$ cat config.mk
export PLATFORM = sky130hd
export DESIGN_NAME = ofm_pool_unit
export DESIGN_NICKNAME = d
export VERILOG_FILES = /design/src/rtl/ofm_pool_unit.sv
export SDC_FILE = /design/constraint.sdc
export NUM_CORES = 1
export LEC_CHECK = 0
export CELL_PAD_IN_SITES_DETAIL_PLACEMENT = 1
export CELL_PAD_IN_SITES_GLOBAL_PLACEMENT = 1
export CORE_MARGIN = 2
export CORE_UTILIZATION = 40
export DETAILED_ROUTE_END_ITERATION = 6
export GPL_TIMING_DRIVEN = 0
export PLACE_DENSITY_LB_ADDON = 0.1
export SYNTH_ARGS = -nofsm -noshare
export SYNTH_HDL_FRONTEND = slang
export SYNTH_SLANG_ARGS = --single-unit
$ cat constraint.sdc
create_clock -name clk1 -period 3.6 [get_ports clk1]
set_input_delay 0.72 -clock clk1 [delete_from_list [all_inputs] [get_ports clk1]]
set_output_delay 0.72 -clock clk1 [all_outputs]
set_load 0.05 [all_outputs]
$ cat src/rtl/ofm_pool_unit.sv
// Conv-output post-processing: bias + ReLU + requantize + 2x2/2 max-pool.
// Optional OFM_ROUND_EN macro selects round-half-up requantization.
module ofm_pool_unit #(
    parameter int DATA_WIDTH  = 20,
    parameter int OFM_WIDTH   = 8,
    parameter int MAX_COLS    = 16,
    parameter int DIM_WIDTH   = 5,
    parameter int SHIFT_WIDTH = 5
) (
    input  logic                   clk1,
    input  logic                   rst_n,
    input  logic                   start,
    input  logic [DIM_WIDTH-1:0]   cfg_cols,
    input  logic [DIM_WIDTH-1:0]   cfg_rows,
    input  logic [SHIFT_WIDTH-1:0] cfg_shift,
    input  logic [DATA_WIDTH-1:0]  bias,
    input  logic                   in_valid,
    input  logic [DATA_WIDTH-1:0]  data_in,
    output logic                   out_valid,
    output logic [OFM_WIDTH-1:0]   data_out,
    output logic                   busy,
    output logic                   done
);
    localparam int BUF_DEPTH = MAX_COLS / 2;
    localparam int IDX_W     = (BUF_DEPTH > 1) ? $clog2(BUF_DEPTH) : 1;
    localparam int STAGES    = 2;
    localparam logic [DATA_WIDTH:0] SAT = (DATA_WIDTH+1)'((1 << OFM_WIDTH) - 1);

    typedef enum logic [1:0] {IDLE, RUN, DONE} state_t;

    state_t                 state_q, state_d;
    logic [DIM_WIDTH-1:0]   cols_q, cols_d, rows_q, rows_d, c_q, c_d, r_q, r_d;
    logic [SHIFT_WIDTH-1:0] shift_q, shift_d;
    logic                   fed_q, fed_d;
    logic [STAGES:0]        last_pipe_q, last_pipe_d;
    logic [OFM_WIDTH-1:0]   q_q, q_d, held_q, held_d, h_q, h_d, data_out_q, data_out_d;
    logic                   v1_q, v1_d, codd1_q, codd1_d, rodd1_q, rodd1_d;
    logic                   v2_q, v2_d, rodd2_q, rodd2_d, out_valid_q, out_valid_d;
    logic [IDX_W-1:0]       idx1_q, idx1_d, idx2_q, idx2_d;
    logic [OFM_WIDTH-1:0]   lbuf_q [BUF_DEPTH];

    logic                   accept, last_acc, col_wrap;
    logic [DATA_WIDTH:0]    sum, s_adj, shifted, rnd;
    logic [OFM_WIDTH-1:0]   q_sat, rd;

    // Requantization: sum is sign-extended, then handled as unsigned once non-negative
    always_comb begin
        sum = {data_in[DATA_WIDTH-1], data_in} + {bias[DATA_WIDTH-1], bias};
        rnd = '0;
`ifdef OFM_ROUND_EN
        if (shift_q != '0 && !sum[DATA_WIDTH])
            rnd = (DATA_WIDTH+1)'(1) << (shift_q - SHIFT_WIDTH'(1));
`endif
        s_adj   = sum[DATA_WIDTH] ? '0 : (sum + rnd);
        shifted = s_adj >> shift_q;
        q_sat   = (shifted > SAT) ? {OFM_WIDTH{1'b1}} : shifted[OFM_WIDTH-1:0];
    end

    always_comb begin
        state_d  = state_q;
        cols_d   = cols_q;
        rows_d   = rows_q;
        shift_d  = shift_q;
        c_d      = c_q;
        r_d      = r_q;
        fed_d    = fed_q;
        accept   = (state_q == RUN) && in_valid && !fed_q;
        col_wrap = (c_q == cols_q - DIM_WIDTH'(1));
        last_acc = accept && col_wrap && (r_q == rows_q - DIM_WIDTH'(1));
        if (accept) begin
            c_d = col_wrap ? '0 : c_q + DIM_WIDTH'(1);
            if (col_wrap)
                r_d = (r_q == rows_q - DIM_WIDTH'(1)) ? '0 : r_q + DIM_WIDTH'(1);
            if (last_acc)
                fed_d = 1'b1;
        end
        case (state_q)
            IDLE: if (start) begin
                cols_d  = cfg_cols;
                rows_d  = cfg_rows;
                shift_d = cfg_shift;
                c_d     = '0;
                r_d     = '0;
                fed_d   = 1'b0;
                state_d = (cfg_cols < DIM_WIDTH'(2) || cfg_rows < DIM_WIDTH'(2)) ? DONE : RUN;
            end
            RUN:  if (last_pipe_q[STAGES]) state_d = DONE;
            DONE: state_d = IDLE;
            default: state_d = IDLE;
        endcase
        last_pipe_d = {last_pipe_q[STAGES-1:0], last_acc};
    end

    // Pool datapath: stage 1 = q, stage 2 = horizontal max, stage 3 = vertical max / line buffer
    always_comb begin
        q_d         = accept ? q_sat : q_q;
        v1_d        = accept;
        codd1_d     = accept ? c_q[0] : codd1_q;
        rodd1_d     = accept ? r_q[0] : rodd1_q;
        idx1_d      = accept ? c_q[IDX_W:1] : idx1_q;
        held_d      = (v1_q && !codd1_q) ? q_q : held_q;
        v2_d        = v1_q && codd1_q;
        h_d         = v2_d ? ((held_q > q_q) ? held_q : q_q) : h_q;
        rodd2_d     = v2_d ? rodd1_q : rodd2_q;
        idx2_d      = v2_d ? idx1_q : idx2_q;
        rd          = lbuf_q[idx2_q];
        out_valid_d = v2_q && rodd2_q;
        data_out_d  = out_valid_d ? ((h_q > rd) ? h_q : rd) : data_out_q;
    end

    always_ff @(posedge clk1 or negedge rst_n) begin
        if (!rst_n) begin
            state_q     <= IDLE;
            cols_q      <= '0;
            rows_q      <= '0;
            shift_q     <= '0;
            c_q         <= '0;
            r_q         <= '0;
            fed_q       <= 1'b0;
            last_pipe_q <= '0;
            q_q         <= '0;
            v1_q        <= 1'b0;
            codd1_q     <= 1'b0;
            rodd1_q     <= 1'b0;
            idx1_q      <= '0;
            held_q      <= '0;
            h_q         <= '0;
            v2_q        <= 1'b0;
            rodd2_q     <= 1'b0;
            idx2_q      <= '0;
            out_valid_q <= 1'b0;
            data_out_q  <= '0;
        end else begin
            state_q     <= state_d;
            cols_q      <= cols_d;
            rows_q      <= rows_d;
            shift_q     <= shift_d;
            c_q         <= c_d;
            r_q         <= r_d;
            fed_q       <= fed_d;
            last_pipe_q <= last_pipe_d;
            q_q         <= q_d;
            v1_q        <= v1_d;
            codd1_q     <= codd1_d;
            rodd1_q     <= rodd1_d;
            idx1_q      <= idx1_d;
            held_q      <= held_d;
            h_q         <= h_d;
            v2_q        <= v2_d;
            rodd2_q     <= rodd2_d;
            idx2_q      <= idx2_d;
            out_valid_q <= out_valid_d;
            data_out_q  <= data_out_d;
        end
    end

    // Line buffer is never cleared; the even row of each pair fills it before the odd row reads
    always_ff @(posedge clk1) begin
        if (v2_q && !rodd2_q)
            lbuf_q[idx2_q] <= h_q;
    end

    assign out_valid = out_valid_q;
    assign data_out  = data_out_q;
    assign busy      = (state_q == RUN);
    assign done      = (state_q == DONE);
endmodule
# [After elaboration in Yosys (flattened, before gate mapping)]
# Memories as Yosys holds them, arrays and structs flattened.
# Index checks and enable logic that the tools add are counted.
[classes] n_shift=1 n_addsub=5 n_eq_ne=6 n_reduce_logical=15 magnitude_cmp=5 muxes=23
[ops] cell="$mux 5" n=9
[ops] cell="$mux 8" n=3
[ops] cell="$add 20x20->21" n=1
[ops] cell="$gt 21x8->1 const B" n=1
[ops] cell="$shr 20x5->21" n=1
[ops] cell="$mux 20" n=1
[ops] cell="$gt 8x8->1" n=2
[ops] cell="$add 5x1->5 const B" n=2
[ops] cell="$eq 5x5->1" n=2
[ops] cell="$lt 5x2->1 const B" n=2
[ops] cell="$sub 5x1->5 const B" n=2
[ops] cell="$logic_and 1x1->1" n=8
[ops] cell="$mux 1" n=6
[ops] cell="$mux 2" n=3
[ops] cell="$pmux 2 s2" n=1
[ops] cell="$reduce_and 2->1" n=2
[ops] cell="$logic_not 1->1" n=3
[ops] cell="$eq 2x1->1 const B" n=1
[ops] cell="$eq 2x2->1 const B" n=1
[ops] cell="$logic_not 2->1" n=1
[ops] cell="$ne 2x1->1 const B" n=1
[ops] cell="$ne 2x2->1 const B" n=1
[ops] cell="$logic_or 1x1->1" n=1
[word_totals] elab_cells=76 input_bits=59 memories=1 reg_bits=75 ramBits=64 output_inout_bits=11
[mem_list] name="lbuf_q" words=8 word_bits=8 rd=1 rd_clocked_by_memory_dff=0 wr=1 line="40" rtl="logic [OFM_WIDTH-1:0] lbuf_q [BUF_DEPTH];"

# [Logic depth before layout (Yosys ltp)]
# Gate-level depths: netlist of the first run.
[logic_depth] word_depth=9 ltp_mapped=19 depth_no_buf=16

# [Worst setup path before layout of the first run]
# No wires, ideal clock.
[synth_timing] path_type="input to register" start="input bias[0]" end="register q_q[4]" setup_time_ns=0.086 required_ns=3.514 path_slack_ns=-0.021 stages=13 n_path_buf=0 arrival_time_ns=3.535 cell_sequence="ha_1 > inv_1 > fa_1 > nand2b_1 > a21o_1 > a21oi_2 > or3_1 > nand2_1 > mux2_2 > mux4_2 > or4_1 > o211a_1 > a32oi_2"
[synth_between] elab_chain_len=5
[synth_rtl] item="start: declaration" line="16" rtl="input logic [DATA_WIDTH-1:0] bias,"
[synth_rtl] item="$add 20x20->21 (*)" line="48" rtl="sum = {data_in[DATA_WIDTH-1], data_in} + {bias[DATA_WIDTH-1], bias};"
[synth_rtl] item="$mux 20 (*)" line="54" rtl="s_adj = sum[DATA_WIDTH] ? '0 : (sum + rnd);"
[synth_rtl] item="$shr 20x5->21 (*)" line="55" rtl="shifted = s_adj >> shift_q;"
[synth_rtl] item="$gt 21x8->1" line="56" rtl="q_sat = (shifted > SAT) ? {OFM_WIDTH{1'b1}} : shifted[OFM_WIDTH-1:0];"
[synth_rtl] item="$mux 8 (*)" line="56"
[synth_rtl] item="end signal: assignment" line="142" rtl="q_q <= q_d;"
[synth_rtl] item="end: declaration" line="36" rtl="logic [OFM_WIDTH-1:0] q_q, q_d, held_q, held_d, h_q, h_d, data_out_q, data_out_d;"
# Every way passes the cells marked *; elsewhere a longest branch is shown, timed or not.
# A chain may end at the register's enable or synchronous reset.

# [Final worst setup path of the first run]
[layout_timing] start="input bias[15]" end="register q_q[1]"
# Same word-level chain as after synthesis.

==> results.rst, run 1 <==
.. list-table::
   :header-rows: 1

   * - Metric
     - Value
   * - Outcome
     - finished with violations
   * - Failing checks
     - negative setup slack
   * - Crit start category
     - input pin
   * - Setup total negative slack
     - -0.0805 ns
   * - Synthesized area
     - 8780 um^2
   * - Estimated wirelength of the detail-placed design
     - 19.3 mm
   * - Post-layout net count
     - 1171
   * - CP arrival
     - 3.90 ns
   * - Largest stage delay, worst path
     - 0.45 ns
   * - Sequential cell area
     - 3800 um^2
   * - Routed wire length
     - 29.6 mm
   * - Final setup viols
     - 6
   * - Number of library cell types mapped by synthesis
     - 78
   * - Number of register bits inferred by synthesis
     - 139
   * - Clock slew seen by the registers of the worst setup and hold paths
     - 0.06 ns
   * - Net count after synthesis
     - 1007
   * - Number of optimization iterations in the first detailed-route pass
     - 5
   * - Combined global-route utilization of all metal layers
     - 24.2%
   * - Chip Height
     - 152 um
   * - Maximum Capacitance Violations
     - 0
   * - Vias after detailed routing
     - 8045
   * - Pwr dens
     - 776 nW/um^2
   * - R2r setup slk
     - 0.23 ns
   * - Final Max Slew Viols
     - 0
   * - Critical path's top delay family
     - compound AO/OA/AOI/OAI gates
   * - Largest net degree at the start of global routing
     - 69
   * - CP Capture Type
     - flip-flop
   * - Final min period
     - 3.63 ns
   * - Clock tree from TritonCTS
     - built
   * - Final weighted congestion of routability-driven global placement
     - 0.841
   * - Share of the synthesized area in the top cell type
     - 21.9%
   * - Leading cell types in the layout, fill and taps excluded
     - sky130_fd_sc_hd__nand2_1, sky130_fd_sc_hd__buf_4, sky130_fd_sc_hd__dfrtp_1
   * - Max IR drop VDD
     - 0.325 mV
   * - Cell type with the largest total area after synthesis
     - sky130_fd_sc_hd__edfxtp_1
   * - Met3 capacity usage during global routing
     - 3.38%
   * - Synth Instances
     - 907
   * - Tcrit/Tclk final
     - 101%
   * - Total leakage power
     - 4.75 nW
   * - Number of filler instances in the final layout
     - 2386
   * - Final worst hold slack
     - 0.118 ns
   * - First-pass GRT wire length
     - 45.1 mm
   * - Max-slew headroom at the worst pin
     - 29.4%
   * - Crit path max fanout
     - 8
   * - Area of the core region
     - 21700 um^2
   * - Die ar.
     - 23200 um^2
   * - Cell repeated most along the worst path
     - sky130_fd_sc_hd__o31a_1
   * - Clk Tree Root Cell
     - sky130_fd_sc_hd__clkbuf_16
   * - Via density per instance
     - 5.90
   * - CP required
     - 3.87 ns
   * - Mean area per synthesized cell
     - 9.68 um^2
   * - Reg-to-Reg End
     - data_out[6]
   * - Achievable frequency
     - 0.276 GHz
   * - Multi-input gate area
     - 5680 um^2
   * - Routed Antenna Nets
     - 0
   * - Actual transition at the worst max-transition pin
     - 1.05 ns
   * - Setup WS post-layout
     - -0.0292 ns
   * - Number of clock sinks
     - 139
   * - Post-Route Skew
     - 0.0160 ns
   * - Grt peak-use layer
     - met2
   * - I/O pins
     - 70
   * - Site Rows
     - 54
   * - Sequential element share of the synthesized area
     - 43.2%
   * - Area delta synth->final
     - 37.7%
   * - Number of global-route vias before repair
     - 8394
   * - Sequence of cells on the critical path
     - clkdlybuf4s50_1 -> ha_4 -> nand4_1 -> nor2_2 -> o211a_4 -> buf_4 -> nor4b_1 -> a21oi_2 -> a21oi_1 -> o31a_1 -> o31a_1 -> nor2_4 -> a32oi_2
   * - Number of enable-type register cells in the synthesized netlist
     - 64
   * - Total count of hold-check failures in the final report
     - 0
   * - Total power
     - 9.38 mW
   * - Non-filler instance count after layout
     - 1364
   * - Number of antenna violations at the first check in global routing
     - 0
   * - DRC viols
     - 0
   * - Unrepaired setup endpoints after global routing
     - yes
   * - Total global routing overflow
     - 0
   * - Fraction of registers with async set/reset
     - 54.0%
   * - Number of input and output port buffers inserted
     - 69
   * - Cell with the largest stage delay on the worst path
     - sky130_fd_sc_hd__clkdlybuf4s50_1
   * - Reg-to-reg critical path startpoint
     - idx2_q[2]
   * - Total number of H-tree levels
     - 4
   * - Clock Tree Buf Depth
     - 2
   * - Number of buffers and inverters on the critical path
     - 2
   * - Kind of critical path
     - in -> reg
   * - Synth warnings
     - 0
   * - Cells taking the most area after synthesis
     - sky130_fd_sc_hd__edfxtp_1, sky130_fd_sc_hd__dfrtp_1, sky130_fd_sc_hd__ha_1
   * - Insertion delay of the later-clocked pin in the worst-skew pair
     - 0.42 ns
   * - Share of post-route cells with drive strength above 1
     - 27.8%
   * - Number of DRC markers in iteration 0
     - 455
   * - Initial standard-cell utilization of the core
     - 40.5%
   * - Predominant post-synthesis flop cell
     - sky130_fd_sc_hd__dfrtp_1
   * - Routed wire length per instance
     - 21.7 um
   * - R2R cell count
     - 13
   * - Die width
     - 152 um
   * - Class of the tightest hold or removal check
     - in -> async
   * - Number of diodes
     - 0
   * - Placed cell count
     - 1257
   * - Most common library cell in the layout ignoring fill and taps
     - sky130_fd_sc_hd__nand2_1
   * - Clock buffers created by TritonCTS
     - 17
   * - Global-route met1 utilization
     - 30.4%
   * - Global routing usage on met2
     - 43.1%
   * - # hold bufs at CTS
     - 0
[kinds of logic after synthesis]
family                   count (synthesis)  share of synthesized area (%)
AND/OR/NAND/NOR                        325                           17.8
XOR/XNOR                                24                           2.39
buffers and inverters                   78                           3.39
AO/OA/AOI/OAI                          248                           19.7
flip-flops                             139                           43.2
adder cells (fa/ha/maj)                 42                           6.04
multiplexers                            51                           7.46
[synth_stat cells, drive strengths merged (17+ instances only)]
| library cell | count |
|---|---|
| dfrtp | 75 |
| nor3 | 19 |
| o21ai | 63 |
| inv | 28 |
| and2 | 17 |
| clkbuf | 35 |
| nand2 | 116 |
| nand3 | 27 |
| mux2i | 25 |
| nor2 | 70 |
| edfxtp | 64 |
| ha | 40 |
| a21oi | 58 |
[worst reg2reg max path: cells and delay by family, from the launching register on]
kind | cells | cell delay [ns]
adder cells (fa/ha/maj) | 1 | 0.32
AO/OA/AOI/OAI | 6 | 0.93
multiplexers | 2 | 0.68
buffers and inverters | 2 | 0.60
flip-flops | 1 | 0.62
AND/OR/NAND/NOR | 2 | 0.12
[per-stage QoR]
stage | setup WS (ns) | util, % | cell area (um^2)
2_1_floorplan | 0.0100 | - | 8800
3_5_place_dp | -1.40 | 45.5 | 9870
6_report | -0.0292 | 55.8 | 12100
3_3_place_gp | -1.34 | 45.4 | 9840
4_1_cts | 0.000898 | 53.0 | 11500
5_1_grt | -0.143 | 55.8 | 12100
[area by class of cell]
class,count,share of cell area (%)
tap,280,2.90
clock buffer,22,4.19
clock inverter,10,0.631
sequential,139,31.4
inverter,30,0.931
timing repair buffer,151,11.0
multi-input combinational,690,47.0
buffer,42,1.91
[per-layer routing]
metal	share of wire (%)	vias to the layer above
met5	0	-
met4	3.1	0
met3	3.0	64
met2	52	204
met1	42	4018
li1	-	3759
[what timing repair did]
| item | in CTS | in global routing |
|---|---|---|
| setup endpoints to repair | 16 | 16 |
| gates resized for setup | 166 | 110 |
| pin swaps | 52 | 65 |
| setup buffers | 59 | 23 |
| cloned | 1 | 0 |
[where the power goes]
part	internal, mW	switching, mW	total (mW)
clock network	1.01	0.710	1.72
registers	2.17	0.489	2.66
logic	2.07	2.94	5.00
total	5.24	4.14	9.38
[sequential cells by signal (all words and copies together), names as in the netlist, 8 cells and up]
signal    count
lbuf_q       64
held_q        8
data_out      8
h_q           8
q_q           8
[worst max-delay path by stage]
stage	startpoint	end	slack, ns	cells past startpoint
2_1_floorplan	bias[13]	q_q[1]	0.01	12
3_3_place_gp	bias[12]	q_q[1]	-1.34	12
3_5_place_dp	bias[12]	q_q[3]	-1.40	12
4_1_cts	data_in[6]	q_q[4]	0.0009	12
5_1_grt	bias[15]	q_q[1]	-0.14	14
6_report	bias[15]	q_q[1]	-0.03	13
No activity file was read; power rests on OpenSTA's default activity.
==> run 2, diff against run 1 <==
--- a/config.mk
+++ b/config.mk
@@ -5,10 +5,11 @@
 export SDC_FILE = /design/constraint.sdc
 export NUM_CORES = 1
 export LEC_CHECK = 0
+export ABC_AREA = 1
 export CELL_PAD_IN_SITES_DETAIL_PLACEMENT = 1
 export CELL_PAD_IN_SITES_GLOBAL_PLACEMENT = 1
 export CORE_MARGIN = 2
-export CORE_UTILIZATION = 40
+export CORE_UTILIZATION = 44
 export DETAILED_ROUTE_END_ITERATION = 6
 export GPL_TIMING_DRIVEN = 0
 export PLACE_DENSITY_LB_ADDON = 0.1
==> results.rst, run 2 <==
.. list-table::
   :header-rows: 1

   * - Metric
     - Value
   * - Outcome
     - complete, no violations
   * - Number of input and output port buffers inserted
     - 69
   * - Sequence of cells on the critical path
     - clkdlybuf4s50_1 -> ha_1 -> nand4_1 -> a21oi_1 -> nor2_2 -> buf_4 -> nand4_4 -> nand2_4 -> buf_12 -> nand3_2 -> nand3_2 -> nand2_2 -> nand2_1 -> nand2_1 -> nand2_2 -> nand2_1 -> nand3_2 -> nor2_4 -> nand3_2 -> nand2_1 -> inv_1
   * - DRC viols
     - 0
   * - Fraction of power consumed by the clock network
     - 19.4%
   * - Number of buffers and inverters on the critical path
     - 4
   * - Sequential cell area
     - 3800 um^2
   * - Estimated wirelength of the detail-placed design
     - 18.0 mm
   * - Net count after synthesis
     - 1167
   * - Final worst hold slack
     - 0.142 ns
   * - Placed Area
     - 9690 um^2
   * - I/O pins
     - 70
   * - Leading cell types in the layout, fill and taps excluded
     - sky130_fd_sc_hd__nand2_1, sky130_fd_sc_hd__inv_1, sky130_fd_sc_hd__nand3_1
   * - Routed wire length
     - 24.6 mm
   * - Class of the tightest hold or removal check
     - in -> async
   * - Final setup viols
     - 0
   * - Share of post-route cells with drive strength above 1
     - 15.0%
   * - Kind of critical path
     - in -> reg
   * - Number of flip-flops under the largest register name
     - 64
   * - Insertion delay of the later-clocked pin in the worst-skew pair
     - 0.42 ns
   * - Most common library cell in the layout ignoring fill and taps
     - sky130_fd_sc_hd__nand2_1
   * - Number of enable-type register cells in the synthesized netlist
     - 64
   * - Non-filler instance count after layout
     - 1450
   * - Internal power consumption
     - 4.52 mW
   * - Clock tree from TritonCTS
     - built
   * - Critical path's top delay family
     - simple AND/OR/NAND/NOR gates
   * - Routed wire length per instance
     - 17.0 um
   * - Cell type with the largest total area after synthesis
     - sky130_fd_sc_hd__edfxtp_1
   * - Pwr dens
     - 786 nW/um^2
   * - Final Max Slew Viols
     - 0
   * - Total leakage power
     - 4.76 nW
   * - Area delta synth->final
     - 24.0%
   * - Clock buffers created by TritonCTS
     - 17
   * - Number of global-route vias before repair
     - 8081
   * - Total power
     - 8.38 mW
   * - Max IR drop VDD
     - 0.442 mV
   * - Site Rows
     - 51
   * - CP Capture Type
     - flip-flop
   * - Achievable frequency
     - 0.293 GHz
   * - Setup total negative slack
     - 0 ns
   * - Synth Instances
     - 1067
   * - Combined global-route utilization of all metal layers
     - 24.9%
   * - Predominant post-synthesis flop cell
     - sky130_fd_sc_hd__dfrtp_1
   * - Number of filler instances in the final layout
     - 2357
   * - Number of library cell types mapped by synthesis
     - 45
   * - Routed Antenna Nets
     - 0
   * - Synth warnings
     - 0
   * - First-pass GRT wire length
     - 40.4 mm
   * - Crit path max fanout
     - 10
   * - Cell with the largest stage delay on the worst path
     - sky130_fd_sc_hd__clkdlybuf4s50_1
   * - Place WS
     - -0.661 ns
   * - Number of register bits inferred by synthesis
     - 139
   * - Switching power total
     - 3.86 mW
   * - Via density per instance
     - 5.34
   * - Total global routing overflow
     - 0
   * - Post-layout net count
     - 1273
   * - Post-Route Skew
     - 0.0132 ns
   * - Setup WS post-layout
     - 0.182 ns
   * - CP arrival
     - 3.73 ns
   * - Number of DRC markers in iteration 0
     - 366
   * - Final weighted congestion of routability-driven global placement
     - 0.885
   * - Max-slew headroom at the worst pin
     - 32.0%
   * - Cells taking the most area after synthesis
     - sky130_fd_sc_hd__edfxtp_1, sky130_fd_sc_hd__dfrtp_1, sky130_fd_sc_hd__nand2_1
   * - Number of clock sinks
     - 139
   * - Clk Tree Root Cell
     - sky130_fd_sc_hd__clkbuf_16
   * - Clock Tree Buf Depth
     - 2
   * - Chip Height
     - 144 um
   * - Total number of H-tree levels
     - 4
   * - Biggest register
     - lbuf_q
   * - Synthesized area
     - 8600 um^2
   * - Number of diodes
     - 0
   * - Share of the synthesized area in the top cell type
     - 22.4%
   * - Largest net degree at the start of global routing
     - 65
   * - Area of the core region
     - 19300 um^2
   * - Sequential element share of the synthesized area
     - 44.2%
   * - Maximum Capacitance Violations
     - 0
   * - Multi-input gate area
     - 4430 um^2
   * - Actual transition at the worst max-transition pin
     - 1.01 ns
   * - Switching share of power
     - 46.0%
   * - Number of antenna violations at the first check in global routing
     - 0
   * - End-of-flow core utilization
     - 55.1%
   * - Most used standard cells in the synthesized netlist
     - sky130_fd_sc_hd__nand2_1, sky130_fd_sc_hd__inv_1, sky130_fd_sc_hd__nand3_1, sky130_fd_sc_hd__dfrtp_1, sky130_fd_sc_hd__o21ai_0
   * - Tcrit/Tclk final
     - 94.9%
   * - CP required
     - 3.91 ns
   * - Placed cell count
     - 1404
   * - Fraction of registers with async set/reset
     - 54.0%
   * - Finished layout cell area
     - 10700 um^2
   * - Sequential cell fraction of total power
     - 30.3%
   * - Number of optimization iterations in the first detailed-route pass
     - 4
   * - Crit start category
     - input pin
   * - Mean area per synthesized cell
     - 8.06 um^2
   * - Initial standard-cell utilization of the core
     - 44.5%
   * - Die ar.
     - 20700 um^2
   * - Vias after detailed routing
     - 7745
   * - Top-count cell post-synth
     - sky130_fd_sc_hd__nand2_1
   * - Final min period
     - 3.42 ns
   * - Combinational group share of total power
     - 50.3%
   * - Largest stage delay, worst path
     - 0.41 ns
   * - Die width
     - 144 um
   * - Total count of hold-check failures in the final report
     - 0
   * - Clock slew seen by the registers of the worst setup and hold paths
     - 0.06 ns
run 2: cell count changes after synthesis, moves of 21 or more:
cell,previous run,this run
sky130_fd_sc_hd__nand3_1,27,106
sky130_fd_sc_hd__nand2_1,114,287
sky130_fd_sc_hd__nand3_2,0,23
sky130_fd_sc_hd__inv_1,28,133
sky130_fd_sc_hd__mux2i_1,25,0
sky130_fd_sc_hd__clkbuf_1,35,14
run 2: final timing paths:
check | start | to | slack, ns | cells past startpoint
min in group clk1 | last_pipe_q[1] | last_pipe_q[2] | 0.36 | 0
min | rst_n | data_out[6] | 0.14 | 1
max in group asynchronous | rst_n | idx2_q[0] | 2.87 | 2
max reg2reg | idx2_q[0] | data_out[0] | 0.25 | 14
min reg2reg | last_pipe_q[1] | last_pipe_q[2] | 0.36 | 0
max | bias[19] | q_q[2] | 0.18 | 21
run 2: worst reg2reg max path, stage by stage (launching register included):
cell                         delay (ns)
sky130_fd_sc_hd__dfrtp_4           0.58
sky130_fd_sc_hd__clkinvlp_4        0.24
sky130_fd_sc_hd__nor3_4            0.09
sky130_fd_sc_hd__a221oi_1          0.49
sky130_fd_sc_hd__nand4_1           0.25
sky130_fd_sc_hd__inv_1             0.13
sky130_fd_sc_hd__ha_1              0.26
sky130_fd_sc_hd__a21oi_1           0.21
sky130_fd_sc_hd__o21ai_0           0.11
sky130_fd_sc_hd__nand2_1           0.08
sky130_fd_sc_hd__o211ai_1          0.11
sky130_fd_sc_hd__nand2_2           0.19
sky130_fd_sc_hd__inv_1             0.17
sky130_fd_sc_hd__o21ai_0           0.22
sky130_fd_sc_hd__o21ai_0           0.11
run 2: power groups by stage:
| stage | clock (mW) | sequential [mW] | combinational [mW] |
|---|---|---|---|
| 6_report | 1.62 | 2.54 | 4.22 |
| 5_1_grt | 1.71 | 2.60 | 4.71 |
| 3_3_place_gp | 0 | 2.50 | 3.71 |
| 3_5_place_dp | 0 | 2.53 | 3.86 |
| 4_1_cts | 1.64 | 2.53 | 3.98 |
| 2_1_floorplan | 0 | 2.53 | 2.63 |
run 2: metal layers:
layer | wire, um | track usage, % | up-vias
li1 | - | - | 3779
met1 | 10700 | 30.9 | 3817
met2 | 12900 | 44.6 | 107
met3 | 521 | 3.57 | 42
met4 | 564 | 7.84 | 0
met5 | 0 | 0 | -
run 2: cells by family after synthesis:
logic type	count (synthesis)	synth area share (%)
simple gates	548	29.6
buf+inv	167	7.83
compound gates	149	9.97
flops	139	44.2
fa+ha+maj	41	6.05
xor+xnor	23	2.34
run 2: timing repair:
| item | 4_1_cts | 5_1_grt |
|---|---|---|
| endpoints found under the setup margin | 11 | 16 |
| pin swaps | 1 | 24 |
| gates resized for setup | 18 | 56 |
| hold buffers | 0 | 0 |
| endpoints found under the hold margin | 0 | 0 |
| buffers inserted | 3 | 13 |
run 2: final cells by class:
cell class	instances	share of cell area, %
Buffer	26	1.35
Clock buffer	19	4.06
Clock inverter	12	0.951
Inverter	140	5.04
Multi-Input combinational cell	761	41.6
Sequential cell	139	35.7
Tap cell	265	3.11
Timing Repair Buffer	88	8.24
